===== config.mk =====
export PLATFORM = sky130hd
export DESIGN_NAME = nibble_serializer_flat
export DESIGN_NICKNAME = d
export VERILOG_FILES = /design/src/rtl/nibble_serializer_if.sv /design/src/rtl/nibble_serializer.sv /design/src/flat_wrapper.sv
export SDC_FILE = /design/constraint.sdc
export NUM_CORES = 1
export LEC_CHECK = 0
export BUFFER_PORTS_ARGS = -buffer_cell sky130_fd_sc_hd__buf_2
export CORE_MARGIN = 3
export CORE_UTILIZATION = 60
export CTS_CLUSTER_SIZE = 10
export DETAILED_ROUTE_END_ITERATION = 6
export PLACE_DENSITY_LB_ADDON = 0.15
export REMOVE_ABC_BUFFERS = 1
export SLEW_MARGIN = 20
export SYNTH_ARGS = -nofsm -noshare
export SYNTH_HDL_FRONTEND = slang
export SYNTH_SLANG_ARGS = --single-unit

===== constraint.sdc =====
create_clock -name clk -period 6.4 [get_ports clk]
set_input_delay 0.96 -clock clk [delete_from_list [all_inputs] [get_ports clk]]
set_output_delay 0.96 -clock clk [all_outputs]
set_load 0.01 [all_outputs]

===== src/rtl/nibble_serializer_if.sv =====
// Byte-in / nibble-out stream bundle for nibble_serializer.
// out_parity exists only when NIBBLE_SER_PARITY_EN is defined.
interface nibble_serializer_if #(
  parameter int unsigned FIFO_DEPTH = 4
);
  localparam int unsigned LevelW = $clog2(FIFO_DEPTH) + 1;

  logic [7:0]        in_data;
  logic              in_valid;
  logic              in_ready;
  logic [3:0]        out_nibble;
  logic              out_valid;
  logic              out_ready;
  logic              out_last;
  logic [LevelW-1:0] level;
`ifdef NIBBLE_SER_PARITY_EN
  logic              out_parity;
`endif

  // Driver / sink side.
  modport master (
    output in_data, in_valid, out_ready,
    input  in_ready, out_nibble, out_valid, out_last, level
`ifdef NIBBLE_SER_PARITY_EN
    , input out_parity
`endif
  );

  // Serializer side.
  modport slave (
    input  in_data, in_valid, out_ready,
    output in_ready, out_nibble, out_valid, out_last, level
`ifdef NIBBLE_SER_PARITY_EN
    , output out_parity
`endif
  );
endinterface


===== src/rtl/nibble_serializer.sv =====
// Byte FIFO feeding a two-nibble serializer with registered valid/ready outputs.
// Optional even parity on the nibble stream: define NIBBLE_SER_PARITY_EN.
module nibble_serializer #(
  parameter int unsigned FIFO_DEPTH = 4,
  parameter bit          MSN_FIRST  = 1'b1
) (
  input logic             clk,
  input logic             rst,
  nibble_serializer_if.slave bus
);
  localparam int unsigned PtrW   = $clog2(FIFO_DEPTH);
  localparam int unsigned LevelW = PtrW + 1;
`ifdef NIBBLE_SER_PARITY_EN
  localparam int unsigned OutW = 5;
`else
  localparam int unsigned OutW = 4;
`endif

  typedef enum logic [1:0] {StIdle, StFirst, StSecond} state_e;

  state_e            r_state;
  logic [7:0]        r_mem [FIFO_DEPTH];
  logic [PtrW-1:0]   r_wptr;
  logic [PtrW-1:0]   r_rptr;
  logic [LevelW-1:0] r_level;
  logic [7:0]        r_shift;
  logic [OutW-1:0]   r_out;
  logic              r_valid;
  logic              r_last;

  logic              w_full;
  logic              w_push;
  logic              w_pop;
  logic [7:0]        w_head;

  function automatic logic [3:0] first_nib(input logic [7:0] b);
    return MSN_FIRST ? b[7:4] : b[3:0];
  endfunction

  function automatic logic [3:0] second_nib(input logic [7:0] b);
    return MSN_FIRST ? b[3:0] : b[7:4];
  endfunction

  // Parity travels in the same register as the nibble so the two never skew.
  function automatic logic [OutW-1:0] out_word(input logic [3:0] n);
`ifdef NIBBLE_SER_PARITY_EN
    return {^n, n};
`else
    return n;
`endif
  endfunction

  assign w_full = (r_level == LevelW'(FIFO_DEPTH));
  assign w_push = bus.in_valid & ~w_full;
  assign w_pop  = (r_level != '0) &
                  ((r_state == StIdle) | ((r_state == StSecond) & bus.out_ready));
  assign w_head = r_mem[r_rptr];

  always_ff @(posedge clk) begin
    if (w_push) begin
      r_mem[r_wptr] <= bus.in_data;
    end
  end

  always_ff @(posedge clk or posedge rst) begin
    if (rst) begin
      r_wptr  <= '0;
      r_rptr  <= '0;
      r_level <= '0;
    end else begin
      if (w_push) r_wptr <= r_wptr + PtrW'(1);
      if (w_pop)  r_rptr <= r_rptr + PtrW'(1);
      if (w_push && !w_pop) begin
        r_level <= r_level + LevelW'(1);
      end else if (!w_push && w_pop) begin
        r_level <= r_level - LevelW'(1);
      end
    end
  end

  always_ff @(posedge clk or posedge rst) begin
    if (rst) begin
      r_state <= StIdle;
      r_shift <= '0;
      r_out   <= '0;
      r_valid <= 1'b0;
      r_last  <= 1'b0;
    end else begin
      unique case (r_state)
        StIdle: begin
          if (w_pop) begin
            r_shift <= w_head;
            r_state <= StFirst;
          end
        end
        StFirst: begin
          // Entry from IDLE presents the first nibble one cycle after the pop.
          if (!r_valid) begin
            r_out   <= out_word(first_nib(r_shift));
            r_valid <= 1'b1;
            r_last  <= 1'b0;
          end else if (bus.out_ready) begin
            r_out   <= out_word(second_nib(r_shift));
            r_last  <= 1'b1;
            r_state <= StSecond;
          end
        end
        StSecond: begin
          if (bus.out_ready) begin
            if (w_pop) begin
              r_shift <= w_head;
              r_out   <= out_word(first_nib(w_head));
              r_last  <= 1'b0;
              r_state <= StFirst;
            end else begin
              r_out   <= '0;
              r_valid <= 1'b0;
              r_last  <= 1'b0;
              r_state <= StIdle;
            end
          end
        end
        default: begin
          r_out   <= '0;
          r_valid <= 1'b0;
          r_last  <= 1'b0;
          r_state <= StIdle;
        end
      endcase
    end
  end

  assign bus.in_ready   = ~w_full;
  assign bus.level      = r_level;
  assign bus.out_nibble = r_out[3:0];
  assign bus.out_valid  = r_valid;
  assign bus.out_last   = r_last;
`ifdef NIBBLE_SER_PARITY_EN
  assign bus.out_parity = r_out[4];
`endif

endmodule


===== src/flat_wrapper.sv =====
// flat-port wrapper written by rule: the top's interface ports become plain ports
module nibble_serializer_flat 
#(
  parameter int unsigned FIFO_DEPTH = 4,
  parameter bit          MSN_FIRST  = 1'b1
)
  (clk, rst, bus_in_data, bus_in_valid, bus_out_ready, bus_in_ready, bus_out_nibble, bus_out_valid, bus_out_last, bus_level);
  nibble_serializer_if #(.FIFO_DEPTH(FIFO_DEPTH)) bus_i ();
  input logic clk;
  input logic rst;
  input wire logic [$bits(bus_i.in_data)-1:0] bus_in_data;
  input wire logic [$bits(bus_i.in_valid)-1:0] bus_in_valid;
  input wire logic [$bits(bus_i.out_ready)-1:0] bus_out_ready;
  output wire logic [$bits(bus_i.in_ready)-1:0] bus_in_ready;
  output wire logic [$bits(bus_i.out_nibble)-1:0] bus_out_nibble;
  output wire logic [$bits(bus_i.out_valid)-1:0] bus_out_valid;
  output wire logic [$bits(bus_i.out_last)-1:0] bus_out_last;
  output wire logic [$bits(bus_i.level)-1:0] bus_level;
  assign bus_i.in_data = bus_in_data;
  assign bus_i.in_valid = bus_in_valid;
  assign bus_i.out_ready = bus_out_ready;
  assign bus_in_ready = bus_i.in_ready;
  assign bus_out_nibble = bus_i.out_nibble;
  assign bus_out_valid = bus_i.out_valid;
  assign bus_out_last = bus_i.out_last;
  assign bus_level = bus_i.level;
  nibble_serializer #(.FIFO_DEPTH(FIFO_DEPTH), .MSN_FIRST(MSN_FIRST)) u_core (.clk(clk), .rst(rst), .bus(bus_i));
endmodule

==> results of run 1 <==
-- kinds of logic (layout without fill, tap and decap cells) --
group | after synthesis | in the layout | synth area share (%)
AND/OR/NAND/NOR | 12 | 12 | 2.92
AO/OA/AOI/OAI | 26 | 26 | 7.64
flip-flops | 55 | 55 | 63.0
buffers and inverters | 14 | 37 | 2.82
adder cells (fa/ha/maj) | 10 | 10 | 5.44
XOR/XNOR | 6 | 6 | 2.15
multiplexers | 24 | 24 | 16.0
-- metal layers --
metal  share of wire [%]  GRT usage, %  up-vias
met5                   0             0        -
li1                    -             -      597
met2                  50          27.4       26
met1                  44          23.2      658
met4                0.87          3.83        0
met3                 4.5          4.93        5
-- power by group --
| part | leakage [nW] | switching (W) | total [W] | internal [W] |
|---|---|---|---|---|
| combinational | 0.429 | 0.000242 | 0.000531 | 0.000289 |
| clock | 0.0474 | 0.000108 | 0.000196 | 0.0000884 |
| sequential | 0.573 | 0.000102 | 0.000599 | 0.000497 |
| total | 1.05 | 0.000451 | 0.00133 | 0.000875 |
-- layout by cell type, fill, tap and decap left out --
cell	count
ha_1	9
dfrtp_1	23
fa_1	1
xnor2_1	4
nand2_1	1
o21bai_1	1
o311ai_0	1
nor2b_1	2
xor2_1	2
clkinvlp_4	1
clkinv_4	1
o21ai_0	2
a21oi_1	5
mux2_2	8
edfxtp_1	32
o2bb2ai_1	4
o211ai_1	3
a32oi_1	4
o21a_1	2
nor2_1	2
mux4_2	8
inv_1	8
a31oi_1	2
or4b_1	1
mux2_4	8
a21boi_1	1
a211oi_1	1
and2_1	5
or3_1	1
clkbuf_8	6
buf_2	21
-- area by class of cell --
type | instances | area (µm²)
Sequential cell | 55 | 1540
Tap cell | 48 | 60.1
Inverter | 8 | 30.0
Fill cell | 252 | 1130
Clock inverter | 2 | 16.3
Timing Repair Buffer | 21 | 105
Clock buffer | 6 | 82.6
Multi-Input combinational cell | 78 | 833
-- path summary, 6_finish.rpt --
| path | end | slack, ns | depth (start not counted) |
|---|---|---|---|
| setup / recovery | u_core.bus.level[2] | 3.93 | 10 |
| hold / removal | u_core.bus.out_nibble[0] | 0.49 | 1 |
| setup reg to reg | u_core.bus.level[2] | 3.93 | 10 |
| hold reg to reg | u_core.bus.out_nibble[0] | 0.49 | 1 |
| max in group asynchronous | u_core.r_wptr[0] | 5.06 | 2 |
| min in group asynchronous | u_core.bus.level[1] | 0.81 | 2 |
-- metrics by stage --
| stage | total power (W) | util, % | hold slack [ns] |
|---|---|---|---|
| after floorplan | 0.000997 | - | 0.476 |
| after detailed placement | 0.00114 | 67.5 | 0.471 |
| after global routing | 0.00142 | 70.1 | 0.523 |
| final | 0.00133 | 70.1 | 0.495 |
| after CTS | 0.00134 | 70.1 | 0.497 |
| after global placement | 0.00111 | 67.5 | 0.468 |
-- state kept, by name, indices dropped and copies added, names as in the netlist --
name                   cells
u_core.bus.out_valid       1
u_core.r_rptr              2
u_core.r_wptr              2
u_core.r_state             2
u_core.r_shift             8
u_core.bus.out_last        1
u_core.bus.level           3
u_core.bus.out_nibble      4
u_core.r_mem              32
-- worst max-delay path, delay by kind of cell, from the launching register on --
family,cells,cell delay (ns)
compound gates,1,0.30
flops,1,0.41
fa+ha+maj,3,0.90
buf+inv,2,0.14
simple gates,2,0.33
xor+xnor,2,0.33
==> flow_metrics.env, run 1 <==
export IMPL_status="complete, no violations"
export IMPL_clk_pin_slew_ns=0.10
export IMPL_worst_slack_ns=3.93
export IMPL_placed_cells=210
export IMPL_fp_dieW_um=69.8
export IMPL_hpwlAfterDp_mm=2.76
export IMPL_tightest_slew_ns=0.854
export IMPL_synth_edff_count=32
export IMPL_clk_latency_ns=0.31
export IMPL_drt_first_pass_iters=4
export IMPL_cts_sink_count=55
export IMPL_htreeDepth=2
export IMPL_area_growth_pct=9.24
export IMPL_setup_violations=0
export IMPL_finalCritPeriodShare_pct=38.7
export IMPL_final_net_count=191
export IMPL_final_area_um2=2660
export IMPL_holdCritPathClass="reg -> reg"
export IMPL_skew_ns=0.0115
export IMPL_synth_commonest_cells="edfxtp_1, dfrtp_1, ha_1"
export IMPL_cts_setup_buffers=0
export IMPL_ir_worst_vdd_mv=0.315
export IMPL_yosysMostFrequentCell="edfxtp_1"
export IMPL_synth_area_top_cells="edfxtp_1, dfrtp_1, mux4_2, mux2_4, ha_1"
export IMPL_synth_cell_area_um2=2440
export IMPL_cts_path_max_buffers=2
export IMPL_synth_seq_cells=55
export IMPL_fin_crit_ns=2.47
export IMPL_final_setup_tns_ns=0
export IMPL_avgSynthCellArea_um2=16.6
export IMPL_critPathRequiredTime_ns=6.64
export IMPL_place_area_um2=2560
export IMPL_diodes=0
export IMPL_r2r_start="u_core.r_state[0]"
export IMPL_grt_pass1_wl_mm=6.35
export IMPL_path_class="reg -> reg"
export IMPL_crit_start="u_core.r_state[0]"
export IMPL_ys_seq_area_share_pct=63.0
export IMPL_crit_chain="inv_1 > ha_1 > and2_1 > o21ai_0 > ha_1 > inv_1 > fa_1 > xor2_1 > nor2_1 > xor2_1"
export IMPL_die_area_um2=4870
export IMPL_final_cells=218
export IMPL_drive_gt1_share_pct=31.2
export IMPL_grt_pass1_vias=1295
export IMPL_synth_ff_type="edfxtp_1"
export IMPL_drc=0
export IMPL_core_um2=3800
export IMPL_cap_violations=0
export IMPL_syn_inst=147
export IMPL_wl_mm=3.81
export IMPL_cts_buffers=5
export IMPL_crit_path_end_kind="register"
export IMPL_cts_root_buf="clkbuf_8"
export IMPL_cpPeakStageDelay_ns=0.41
export IMPL_synth_distinct_cells=30
export IMPL_cts_resized_gates=0
export IMPL_synth_top_area_share_pct=39.4
export IMPL_vias=1286
export IMPL_cts_tree="yes"
export IMPL_rows=22
export IMPL_die_y_um=69.8
export IMPL_crit_slowest_cell="dfrtp_1"
export IMPL_drv_slew=0
export IMPL_viasPerCell=5.90
export IMPL_cts_hold_buf=0
export IMPL_start_util_pct=64.2
export IMPL_antenna_left=0
export IMPL_arrival_ns=2.71
export IMPL_post_place_ws_ns=3.61
export IMPL_yosysTopAreaCell="edfxtp_1"
export IMPL_leakage_nw=1.05
export IMPL_io_buffers=21
export IMPL_place_gp_congestion=0.781
export IMPL_max_slew_margin_pct=43.0
export IMPL_async_reset_ff_share_pct=41.8
export IMPL_max_clock_freq_mhz=404
export IMPL_hold_start="u_core.bus.out_nibble[0]"
export IMPL_grt_max_degree=24
export IMPL_worst_path_max_fanout=7
export IMPL_ioPinCount=22
export IMPL_antenna_found_initial=0
export IMPL_overflow=0
export IMPL_wire_per_inst_um=17.5
export IMPL_p_per_area_nw_per_um2=498
export IMPL_critPathLaunchType="register"
export IMPL_finalHoldViolations=0
export IMPL_grt_util_all_layers_pct=17.0
export IMPL_yosys_warnings=0
export IMPL_initialDrtViolationCount=51
export IMPL_rsz0062_at_grt="false"
No activity file was read; power rests on OpenSTA's default activity.
==> run 2: changes to the inputs <==
- ABC_AREA: unset -> 1
- CORE_UTILIZATION: 60 -> 53
- clock period: 6.4 -> 2.2 ns (I/O delays scaled with it)
==> run 2 against run 1 <==
Compared with the run above: wire length is 11% higher; non-clock buffer count is 9 higher; die area is 15% higher; clock-buffer cell count stayed put; maximum frequency is 22% higher; synthesized cell count is 71% higher; via count is 30% higher; setup slack worse by 3.8 ns.
==> flow_metrics.env, run 2 <==
export IMPL_fp_dieW_um=74.7
export IMPL_grt_pass1_vias=1659
export IMPL_drc=0
export IMPL_rr_worst_depth=9
export IMPL_synth_cell_area_um2=2500
export IMPL_wl_mm=4.25
export IMPL_final_setup_tns_ns=0
export IMPL_clk_pin_slew_ns=0.10
export IMPL_start_util_pct=56.3
export IMPL_initialDrtViolationCount=78
export IMPL_max_clock_freq_mhz=491
export IMPL_htreeDepth=2
export IMPL_clk_latency_ns=0.31
export IMPL_hpwlAfterDp_mm=3.12
export IMPL_place_gp_congestion=0.829
export IMPL_synth_area_top_cells="edfxtp_1, dfrtp_1, nand2_1, inv_1, ha_1"
export IMPL_holdCritPathClass="in -> async"
export IMPL_yosys_warnings=0
export IMPL_skew_ns=0.00865
export IMPL_io_buffers=21
export IMPL_status="complete, no violations"
export IMPL_syn_inst=252
export IMPL_path_class="reg -> reg"
export IMPL_ys_seq_area_share_pct=61.4
export IMPL_cts_path_max_buffers=2
export IMPL_grt_util_all_layers_pct=17.8
export IMPL_ir_worst_vdd_mv=0.641
export IMPL_cts_sink_count=55
export IMPL_synth_seq_cells=55
export IMPL_avgSynthCellArea_um2=9.94
export IMPL_critPathLaunchType="register"
export IMPL_cts_tree="yes"
export IMPL_synth_ff_type="edfxtp_1"
export IMPL_critPathRequiredTime_ns=2.40
export IMPL_finalHoldViolations=0
export IMPL_wire_per_inst_um=12.6
export IMPL_vias=1676
export IMPL_antenna_left=0
export IMPL_grt_pass1_wl_mm=7.33
export IMPL_p_per_area_nw_per_um2=1350
export IMPL_worst_slack_ns=0.164
export IMPL_crit_path_end_kind="register"
export IMPL_overflow=0
export IMPL_cts_hold_buf=0
export IMPL_cts_root_buf="clkbuf_8"
export IMPL_worst_path_max_fanout=4
export IMPL_max_slew_margin_pct=62.0
export IMPL_final_net_count=307
export IMPL_finalCritPeriodShare_pct=92.5
export IMPL_rsz0062_at_grt="false"
export IMPL_leakage_nw=1.38
export IMPL_cts_buffers=5
export IMPL_largest_reg_flops=32
export IMPL_rows=24
export IMPL_tightest_slew_ns=0.571
export IMPL_post_place_ws_ns=0.0576
export IMPL_layout_common_cells="nand2_1, inv_1, edfxtp_1, nor2_1, dfrtp_1"
export IMPL_grt_max_degree=24
export IMPL_regMostFlops="u_core.r_mem"
export IMPL_synth_edff_count=32
export IMPL_r2r_start="u_core.r_state[1]"
export IMPL_drt_first_pass_iters=4
export IMPL_arrival_ns=2.23
export IMPL_synth_top_area_share_pct=38.4
export IMPL_cap_violations=0
export IMPL_drv_slew=0
export IMPL_final_common_cell="nand2_1"
export IMPL_area_growth_pct=12.2
export IMPL_core_um2=4440
export IMPL_synth_commonest_cells="nand2_1, inv_1, edfxtp_1, dfrtp_1, nor2_1"
export IMPL_async_reset_ff_share_pct=41.8
export IMPL_fin_crit_ns=2.04
export IMPL_yosysTopAreaCell="edfxtp_1"
export IMPL_setup_violations=0
export IMPL_die_y_um=74.7
export IMPL_crit_start="u_core.r_state[1]"
export IMPL_viasPerCell=4.96
export IMPL_diodes=0
export IMPL_die_area_um2=5580
export IMPL_drive_gt1_share_pct=15.4
export IMPL_synth_distinct_cells=23
export IMPL_yosysMostFrequentCell="nand2_1"
export IMPL_ioPinCount=22
export IMPL_antenna_found_initial=0
==> run 2: cell count changes in the layout (fill, tap and decap cells not counted), moves of 5 or more <==
cell / previous run / this run
nand2_1: 1 / 76
inv_1: 8 / 36
nor2_1: 2 / 23
o21ai_0: 2 / 17
nand3_1: 0 / 10
buf_4: 0 / 9
mux2_4: 8 / 0
mux4_2: 8 / 0
mux2_2: 8 / 1
a22oi_1: 0 / 5
and2_1: 5 / 0
==> run 2: area by class of cell <==
cell class,instances,area [µm²]
Inverter,38,143
Sequential cell,55,1540
Fill cell,373,1640
Multi-Input combinational cell,155,792
Clock buffer,6,82.6
Clock inverter,2,17.5
Timing Repair Buffer,30,173
Tap cell,52,65.1
==> run 2: cells by family (layout without fill, tap and decap cells) <==
kind of cell	Yosys count	after routing	synth area share, %
DFF	55	55	61.4
buffers and inverters	42	76	7.00
muxes	1	1	0.450
and+or+nand+nor	114	114	18.7
adders and majority gates	10	10	5.30
AOI/OAI and AO/OA	26	26	5.75
xor gates and xnor gates	4	4	1.40
==> run 2: path summary, 6_finish.rpt <==
check / endpoint / slack (ns)
worst min register to register: u_core.r_shift[7] / 0.48
worst min-delay path: u_core.r_shift[0] / 0.05
min in group clk: u_core.r_mem[2][4] / 0.23
max in group asynchronous: u_core.bus.out_nibble[0] / 1.92
worst max-delay path: u_core.bus.level[1] / 0.16
worst max register to register: u_core.bus.level[1] / 0.16
==> run 2: timing repair <==
action / 4_1_cts / 5_1_grt
endpoints found under the setup margin: 0 / 2
resized for setup: 0 / 2
setup buffers: 0 / 1
==> run 2: routing by layer <==
metal | part of all wire, % | GRT usage, % | vias up
met5 | 0 | 0 | -
met4 | 0.85 | 4.74 | 0
met3 | 4.7 | 4.41 | 5
met2 | 49 | 31.0 | 36
met1 | 45 | 22.3 | 769
li1 | - | - | 866
==> run 2: stage by stage <==
step	cell area, µm²	instances	util, %	total power [W]	hold WS, ns
2_1_floorplan	2470	248	-	0.00272	0.332
3_3_place_gp	2700	329	60.8	0.00319	0.384
3_5_place_dp	2700	329	60.8	0.00323	0.385
4_1_cts	2800	337	63.0	0.00382	0.0542
5_1_grt	2810	338	63.2	0.00417	0.0608
6_report	2810	338	63.2	0.00378	0.0472
==> run 2: worst max-delay path, stage by stage (launching register included) <==
cell	delay, ns
dfrtp_1	0.41
inv_1	0.10
ha_1	0.21
inv_2	0.07
nand2_2	0.11
nand2_4	0.08
ha_1	0.18
inv_1	0.10
fa_1	0.41
mux2_2	0.27
==> run 2: power breakdown <==
part	switching, W	total, W	internal (W)
clock network	0.000325	0.000589	0.000264
logic	0.00101	0.00160	0.000592
registers	0.000160	0.00159	0.00143
==> run 3: changes to the inputs <==
- CELL_PAD_IN_SITES_DETAIL_PLACEMENT: unset -> 0
- CELL_PAD_IN_SITES_GLOBAL_PLACEMENT: unset -> 1
- CORE_UTILIZATION: 53 -> 41
- PLACE_DENSITY: unset -> 0.8
- PLACE_DENSITY_LB_ADDON: 0.15 -> unset
==> run 3 against run 2 <==
Compared with the run above: combinational power hardly changed; highest routed layer unchanged; hold slack improved by 0.0013 ns; global-route usage is 4.6 points lower; largest power group unchanged; setup slack worse by 0.017 ns; final area increased by 0.94%.
==> flow_metrics.env, run 3 (same netlist as run 2, synthesis figures left out) <==
export IMPL_fin_crit_ns=2.05
export IMPL_tightest_slew_ns=0.476
export IMPL_path_buf_inv=3
export IMPL_ir_worst_vdd_mv=0.452
export IMPL_final_setup_tns_ns=0
export IMPL_core_um2=5710
export IMPL_critPathLaunchType="register"
export IMPL_crit_family="adder cells"
export IMPL_vias=1669
export IMPL_finalHoldViolations=0
export IMPL_overflow=0
export IMPL_diodes=0
export IMPL_final_cells=359
export IMPL_worst_path_max_fanout=4
export IMPL_clk_latency_ns=0.30
export IMPL_cts_sink_count=55
export IMPL_cts_buffers=5
export IMPL_start_util_pct=43.9
export IMPL_wl_mm=4.41
export IMPL_hpwlAfterDp_mm=3.07
export IMPL_final_common_cell="nand2_1"
export IMPL_viasPerCell=4.65
export IMPL_path_class="reg -> reg"
export IMPL_drv_slew=0
export IMPL_io_buffers=21
export IMPL_skew_ns=0.00545
export IMPL_rsz0062_at_grt="false"
export IMPL_cts_path_max_buffers=2
export IMPL_status="complete, no violations"
export IMPL_p_seq_share_pct=42.6
export IMPL_combPwrFrac_pct=43.2
export IMPL_drive_gt1_share_pct=16.4
export IMPL_max_clock_freq_mhz=487
export IMPL_critPathRequiredTime_ns=2.40
export IMPL_cap_violations=0
export IMPL_rows=27
export IMPL_drc=0
export IMPL_regMostFlops="u_core.r_mem"
export IMPL_cts_root_buf="clkbuf_8"
export IMPL_arrival_ns=2.25
export IMPL_drt_first_pass_iters=4
export IMPL_crit_path_end_kind="register"
export IMPL_swShare_pct=39.8
export IMPL_area_growth_pct=13.2
export IMPL_wire_per_inst_um=12.3
export IMPL_final_net_count=308
export IMPL_grt_util_all_layers_pct=13.3
export IMPL_crit_slowest_cell="dfrtp_1"
export IMPL_p_per_area_nw_per_um2=1330
export IMPL_cpPeakStageDelay_ns=0.42
export IMPL_max_slew_margin_pct=68.2
export IMPL_grt_pass1_vias=1562
export IMPL_power_switching_w=0.00150
export IMPL_crit_top_cell="inv_1"
export IMPL_grt_max_degree=24
export IMPL_place_gp_congestion=0.748
export IMPL_holdCritPathClass="in -> async"
export IMPL_htreeDepth=2
export IMPL_clkPwrFrac_pct=14.2
export IMPL_finalCritPeriodShare_pct=93.3
export IMPL_die_y_um=84.1
export IMPL_layout_common_cells="nand2_1, inv_1, edfxtp_1, nor2_1, dfrtp_1"
export IMPL_setup_violations=0
export IMPL_crit_chain="inv_1 > ha_2 > inv_2 > nand2_2 > nand2_4 > ha_1 > inv_1 > fa_1 > mux2_2"
export IMPL_ioPinCount=22
export IMPL_antenna_left=0
export IMPL_leakage_nw=1.37
export IMPL_clk_pin_slew_ns=0.10
export IMPL_internal_power_w=0.00226
export IMPL_grt_pass1_wl_mm=7.49
export IMPL_die_area_um2=7080
export IMPL_initialDrtViolationCount=69
export IMPL_fp_dieW_um=84.1
export IMPL_cts_tree="yes"
export IMPL_antenna_found_initial=0
export IMPL_placed_cells=349
export IMPL_largest_reg_flops=32
==> run 3: area by class of cell <==
class / count / area, µm²
repair buffers: 31 / 180
clock inverters: 2 / 12.5
well taps: 72 / 90.1
flip-flops and latches: 55 / 1540
inverters: 38 / 143
fillers: 503 / 2870
clock buffers: 6 / 72.6
multi-input cells: 155 / 801
==> run 3: metal layers <==
layer / share of wire, % / global-route usage [%] / up-vias
met5: 0 / 0 / -
met4: 1.1 / 3.95 / 0
met3: 3.9 / 3.04 / 5
met2: 45 / 20.7 / 33
met1: 50 / 18.6 / 758
li1: - / - / 873
==> run 3: repair_timing <==
item	in CTS	in global routing
setup buffers	0	2
hold buffers	0	0
endpoints found under the setup margin	0	2
gates resized for setup	0	5
==> run 3: power by group through the flow <==
stage	combinational (W)	clock, W	sequential, W
after floorplan	0.00106	0	0.00166
after global placement	0.00159	0	0.00163
after detailed placement	0.00161	0	0.00163
after CTS	0.00161	0.000559	0.00161
after global routing	0.00187	0.000603	0.00164
final	0.00162	0.000534	0.00160
==> run 3: worst min-delay path: stages <==
cell   delay (ns)
buf_2        0.09
inv_1        0.04
buf_4        0.29
==> run 3: final timing paths <==
path	startpoint	end	slack, ns	cells after the start
max in group asynchronous	rst	u_core.r_shift[3]	1.91	3
min in group clk	bus_in_data[3]	u_core.r_mem[2][3]	0.24	1
max reg2reg	u_core.r_state[0]	u_core.bus.level[1]	0.15	9
min	rst	u_core.bus.level[0]	0.05	3
min reg2reg	u_core.bus.out_nibble[2]	u_core.bus.out_nibble[2]	0.48	2
max	u_core.r_state[0]	u_core.bus.level[1]	0.15	9
==> run 3: metrics by stage <==
stage               worst slack (ns)  hold WS, ns  power [W]  cell area [µm²]  util, %
floorplan                      0.174        0.332    0.00272             2470        -
global placement               0.147        0.386    0.00321             2730     47.8
detailed placement            0.0769        0.388    0.00324             2730     47.8
CTS                           0.0627       0.0486    0.00378             2810     49.2
global route                 0.00195       0.0910    0.00411             2840     49.7
finish                         0.147       0.0485    0.00376             2840     49.7
